**src/rtl/ifetch_queue_if.sv**
```systemverilog
// Read channel between the fetch queue (master) and instruction memory (slave).
// One read is outstanding at a time; the request is held until the response strobe.
interface ifetch_queue_if;
  logic        imem_read;
  logic [31:0] imem_address;
  logic        imem_resp;
  logic [31:0] imem_rdata;

  modport master (
    output imem_read,
    output imem_address,
    input  imem_resp,
    input  imem_rdata
  );

  modport slave (
    input  imem_read,
    input  imem_address,
    output imem_resp,
    output imem_rdata
  );
endinterface

```
**src/rtl/ifetch_queue.sv**
```systemverilog
// Fetch front-end: issues single outstanding I-memory reads, tags each word with its PC
// and buffers {pc, word} pairs in a DEPTH-entry FIFO drained by the fetch stage.
//
// state  | meaning
// IDLE   | no request outstanding; issue when not flushing and the queue has room
// WAIT   | read of req_pc outstanding; a response is enqueued unless flushed
// SQUASH | read outstanding but flushed; wait for the response and drop it
module ifetch_queue #(
  parameter int DEPTH = 4
) (
  input  logic           clk,
  input  logic           rst,
  input  logic           flush,
  input  logic [31:0]    pc_i,
  output logic           load_pc,
  ifetch_queue_if.master imem,
  input  logic           deq,
  output logic           out_valid,
  output logic [31:0]    instruction,
  output logic [31:0]    out_pc,
  output logic [31:0]    out_pc_plus4
);
  localparam int PW = $clog2(DEPTH);
  localparam int CW = PW + 1;
  localparam logic [CW-1:0] FULL = CW'(DEPTH);

  typedef enum logic [1:0] {IDLE, WAIT, SQUASH} state_t;

  state_t        state, state_next;
  logic [31:0]   req_pc, req_pc_next;
  logic [PW-1:0] head, tail;
  logic [CW-1:0] count, count_next;
  logic [31:0]   pc_mem   [DEPTH];
  logic [31:0]   word_mem [DEPTH];
  logic          enq, pop;

  assign enq        = (state == WAIT) && imem.imem_resp && !flush;
  assign pop        = deq && (count != '0);
  assign count_next = count + CW'(enq) - CW'(pop);

  always_ff @(posedge clk or posedge rst) begin
    if (rst) begin
      state  <= IDLE;
      req_pc <= '0;
    end else begin
      state  <= state_next;
      req_pc <= req_pc_next;
    end
  end

  // Back-to-back fetch only while the post-response occupancy still leaves room,
  // so a single outstanding read can never overflow the queue.
  always_comb begin
    state_next  = state;
    req_pc_next = req_pc;
    case (state)
      IDLE: begin
        if (!flush && (count < FULL)) begin
          state_next  = WAIT;
          req_pc_next = pc_i;
        end
      end
      WAIT: begin
        if (imem.imem_resp) begin
          if (flush)
            state_next = IDLE;
          else if (count_next < FULL)
            req_pc_next = req_pc + 32'd4;
          else
            state_next = IDLE;
        end else if (flush) begin
          state_next = SQUASH;
        end
      end
      SQUASH: begin
        if (imem.imem_resp)
          state_next = IDLE;
      end
      default: state_next = IDLE;
    endcase
  end

  always_ff @(posedge clk or posedge rst) begin
    if (rst) begin
      head  <= '0;
      tail  <= '0;
      count <= '0;
    end else if (flush) begin
      head  <= '0;
      tail  <= '0;
      count <= '0;
    end else begin
      if (enq)
        tail <= tail + PW'(1);
      if (pop)
        head <= head + PW'(1);
      count <= count_next;
    end
  end

  always_ff @(posedge clk) begin
    if (enq) begin
      pc_mem[tail]   <= req_pc;
      word_mem[tail] <= imem.imem_rdata;
    end
  end

  // On flush the fetch-stage mux presents the redirect target, so load_pc follows flush.
  assign load_pc           = !rst && (enq || flush);
  assign imem.imem_read    = (state != IDLE);
  assign imem.imem_address = req_pc;
  assign out_valid         = (count != '0);
  assign instruction       = word_mem[head];
  assign out_pc            = pc_mem[head];
  assign out_pc_plus4      = pc_mem[head] + 32'd4;
endmodule

```
**src/flat_wrapper.sv**
```systemverilog
// flat-port wrapper written by rule: the top's interface ports become plain ports
module ifetch_queue_flat 
#(
  parameter int DEPTH = 4
)
  (clk, rst, flush, pc_i, load_pc, deq, out_valid, instruction, out_pc, out_pc_plus4, imem_imem_read, imem_imem_address, imem_imem_resp, imem_imem_rdata);
  ifetch_queue_if imem_i ();
  input  logic clk;
  input  logic rst;
  input  logic flush;
  input  logic [31:0] pc_i;
  output logic load_pc;
  input  logic deq;
  output logic out_valid;
  output logic [31:0] instruction;
  output logic [31:0] out_pc;
  output logic [31:0] out_pc_plus4;
  output wire logic [$bits(imem_i.imem_read)-1:0] imem_imem_read;
  output wire logic [$bits(imem_i.imem_address)-1:0] imem_imem_address;
  input wire logic [$bits(imem_i.imem_resp)-1:0] imem_imem_resp;
  input wire logic [$bits(imem_i.imem_rdata)-1:0] imem_imem_rdata;
  assign imem_imem_read = imem_i.imem_read;
  assign imem_imem_address = imem_i.imem_address;
  assign imem_i.imem_resp = imem_imem_resp;
  assign imem_i.imem_rdata = imem_imem_rdata;
  ifetch_queue #(.DEPTH(DEPTH)) u_core (.clk(clk), .rst(rst), .flush(flush), .pc_i(pc_i), .load_pc(load_pc), .imem(imem_i), .deq(deq), .out_valid(out_valid), .instruction(instruction), .out_pc(out_pc), .out_pc_plus4(out_pc_plus4));
endmodule
```
**config.mk**
```make
export PLATFORM = sky130hd
export DESIGN_NAME = ifetch_queue_flat
export DESIGN_NICKNAME = d
export VERILOG_FILES = /design/src/rtl/ifetch_queue_if.sv /design/src/rtl/ifetch_queue.sv /design/src/flat_wrapper.sv
export SDC_FILE = /design/constraint.sdc
export NUM_CORES = 1
export LEC_CHECK = 0
export BUFFER_PORTS_ARGS = -buffer_cell sky130_fd_sc_hd__buf_2
export CAP_MARGIN = 10
export CORE_MARGIN = 2
export CORE_UTILIZATION = 61
export DETAILED_ROUTE_END_ITERATION = 8
export PLACE_DENSITY = 0.94
export SYNTH_ARGS = -nofsm -noshare
export SYNTH_HDL_FRONTEND = slang
export SYNTH_SLANG_ARGS = --single-unit
```
**constraint.sdc**
```tcl
create_clock -name clk -period 8.5 [get_ports clk]
set_input_delay 1.7 -clock clk [delete_from_list [all_inputs] [get_ports clk]]
set_output_delay 1.7 -clock clk [all_outputs]
set_load 0.03 [all_outputs]
```
==> flow_summary.toml <==
[clock_tree]
hold_buffers = 0
cts-buffers-inserted = 29
cts_setup_buffers = 0
ctsLongestPathBuffers = 3
cts_resized = 0
cts_tree = "done"
cts_root_buf = "clkbuf_16"
clk_pin_slew_worst_paths_ps = 60
clkLatencyLatePin_ps = 540
cts_max_level = 1
cts.sinks = 297

[power_and_ir_drop]
peakVddDrop_mv = 0.296
p_leak_nw = 5.11
powerDensity_nw_per_um2 = 352

[die]
die_y_um = 146
start_util_pct = 62.6
fp.coreArea_um2 = 19600
die-area_um2 = 21300
die_w_um = 146
io_pins = 200
rows = 51

[timing]
slew_headroom_pct = 34.1
layout_min_cycle_time_ps = 5850
fin_skew_ps = 20.0
rsz0062_at_grt = "no"
fin_tns_setup_ps = 0
fin_crit_sh_pct = 68.8
worst_pin_slew_ps = 988
setup_viol = 0
finalHoldViolations = 0
slew_violations = 0
max_freq_mhz = 171

[routing]
viasPerCell = 6.12
drc = 0
first_pass_iters = 5
drt_iter0_drc = 564
vias = 7342
drt-total-wl_mm = 26.9
wl_per_cell_um = 22.4
ant_nets = 0

[layout]
most-common-layout-cells = "edfxtp_1, buf_2, mux4_2"
final_util_pct = 73.7
antennaDiodeCount = 0
drive_gt1_share_pct = 35.0
area_growth_syn_to_layout_pct = 17.7
fill_cells = 1165
final_common_cell = "edfxtp_1"
fin_nets = 990

[critical_path]
critPathLaunchType = "flop"
worst-path-buf-inv = 2
crit_chain = "buf_4 > mux4_1 > ha_1 > and2_2 > nand2_1 > nor3_4 > nand2_1 > xnor2_1 > buf_2"
cp.required_ps = 6800
crit_top_cell = "nand2_1"
cp.arrival_ps = 4150
r2r_start = "u_core.state[0]"
cp-end-kind = "primary output"
cp-startpoint = "u_core.head[0]"
cp_max_fo = 46
crit_path_top_delay_cell = "buf_4"
cpLargestDelayFamily = "buffers and inverters"
crit_type = "reg -> out"
critPathMaxStageDelay_ps = 780

[global_route]
grt_pass1_wl_mm = 41.0
grt_pass1_vias = 7167
grt_use_total_pct = 25.0
grt.overflow.total = 0
grt_max_degree = 75
antenna_found_initial = 0

[logic_synthesis]
synth_edf_count = 256
yosysWarnings = 0
synthCells = 709
synth-seq-cells = 297
yosysSeqAreaShare_pct = 71.0
synth.cell_area_um2 = 12300
syn_nets = 787
ys_types = 48
syn_avg_cell_area_um2 = 17.3
synth-main-ff-cell = "edfxtp_1"
async_flop_share_pct = 13.8

[hold_path]
hold_class = "reg -> reg"
hold_start = "u_core.imem.imem_address[0]"

[place]
post-dp-hpwl_mm = 17.0
numPortBuffers = 199
place_congestion = 0.893

[flow_run]
timing.max_cap.violations = 0

[run_status]
status = "complete, no violations"
cell usage after synthesis, types with 12 or more instances:
master	number	share of area (%)
edfxtp_1	256	63
mux4_2	53	9.7
a21oi_1	47	1.9
nand2_1	46	1.4
dfrtp_1	41	8.4
nor2_1	27	0.83
nand3_1	24	0.98
o21ai_0	24	0.98
xnor2_1	24	1.7
clkbuf_1	17	0.52
o22ai_1	13	0.66
inv_1	12	0.37
through the flow:
stage / setup slack [ps] / instance area (um2) / hold slack [ps] / std cells / total power [mW]
2_1_floorplan: 4150 / 12300 / 543 / 709 / 3.33
3_3_place_gp: 3340 / 13500 / 535 / 1146 / 3.80
3_5_place_dp: 3190 / 13500 / 539 / 1146 / 3.85
4_1_cts: 2560 / 14400 / 547 / 1199 / 5.10
5_1_grt: 2340 / 14400 / 586 / 1199 / 5.28
6_report: 2650 / 14400 / 560 / 1199 / 5.08
area by class of cell:
cell class	instances	area, um2	share of cell area (%)
Clock buffer	35	758	5.25
Clock inverter	18	179	1.24
Inverter	12	45.0	0.312
Multi-Input combinational cell	367	3370	23.3
Sequential cell	297	8720	60.4
Tap cell	265	332	2.30
Timing Repair Buffer	205	1040	7.21
worst paths after layout:
kind / to / slack (ps) / depth (start not counted)
max: out_pc_plus4[24] / 2650 / 9
min reg2reg: u_core.pc_mem[1][0] / 560 / 0
min in group asynchronous: u_core.imem.imem_address[16] / 1310 / 3
min: u_core.pc_mem[1][0] / 560 / 0
max reg2reg: u_core.imem.imem_address[0] / 4520 / 14
max in group asynchronous: u_core.head[0] / 6760 / 3
metal layers:
layer | routed length [um] | up-vias | track usage, %
met4 | 708 | 0 | 7.45
li1 | - | 3221 | -
met5 | 0 | - | 0
met2 | 13400 | 392 | 41.0
met1 | 10800 | 3672 | 35.4
met3 | 2010 | 57 | 4.11
report_power, final:
| part | internal, mW | switching (mW) | leakage [nW] |
|---|---|---|---|
| Clock | 0.727 | 0.520 | 0.450 |
| Sequential | 1.81 | 0.247 | 2.77 |
| Combinational | 0.604 | 1.18 | 1.89 |
cells by family after synthesis:
group                    count (synthesis)  synth area share [%]
flip-flops                             297                  71.0
AND/OR/NAND/NOR                        153                  6.72
AO/OA/AOI/OAI                          106                  5.00
multiplexers                            67                  12.3
buffers and inverters                   45                  1.68
XOR/XNOR                                32                  2.28
adder cells (fa/ha/maj)                  9                 0.979
worst reg2reg max path: stages (launching register included):
cell and delay, ps:
dfrtp_1 460, nor2b_4 180, buf_4 510, nand2_1 220, nor2_1 290, ha_1 210
inv_1 50, fa_1 370, xor2_1 280, and3_1 200, o21a_1 140, o21ai_1 70
buf_4 200, nor2_1 320, mux2_2 390
flip-flops by register name, indices dropped and copies added (netlist names):
| register | flops |
|---|---|
| u_core.word_mem | 128 |
| u_core.imem.imem_address | 32 |
| u_core.pc_mem | 128 |
| u_core.count | 3 |
| u_core.state | 2 |
| u_core.head | 2 |
| u_core.tail | 2 |
No activity file was read; power rests on OpenSTA's default activity.
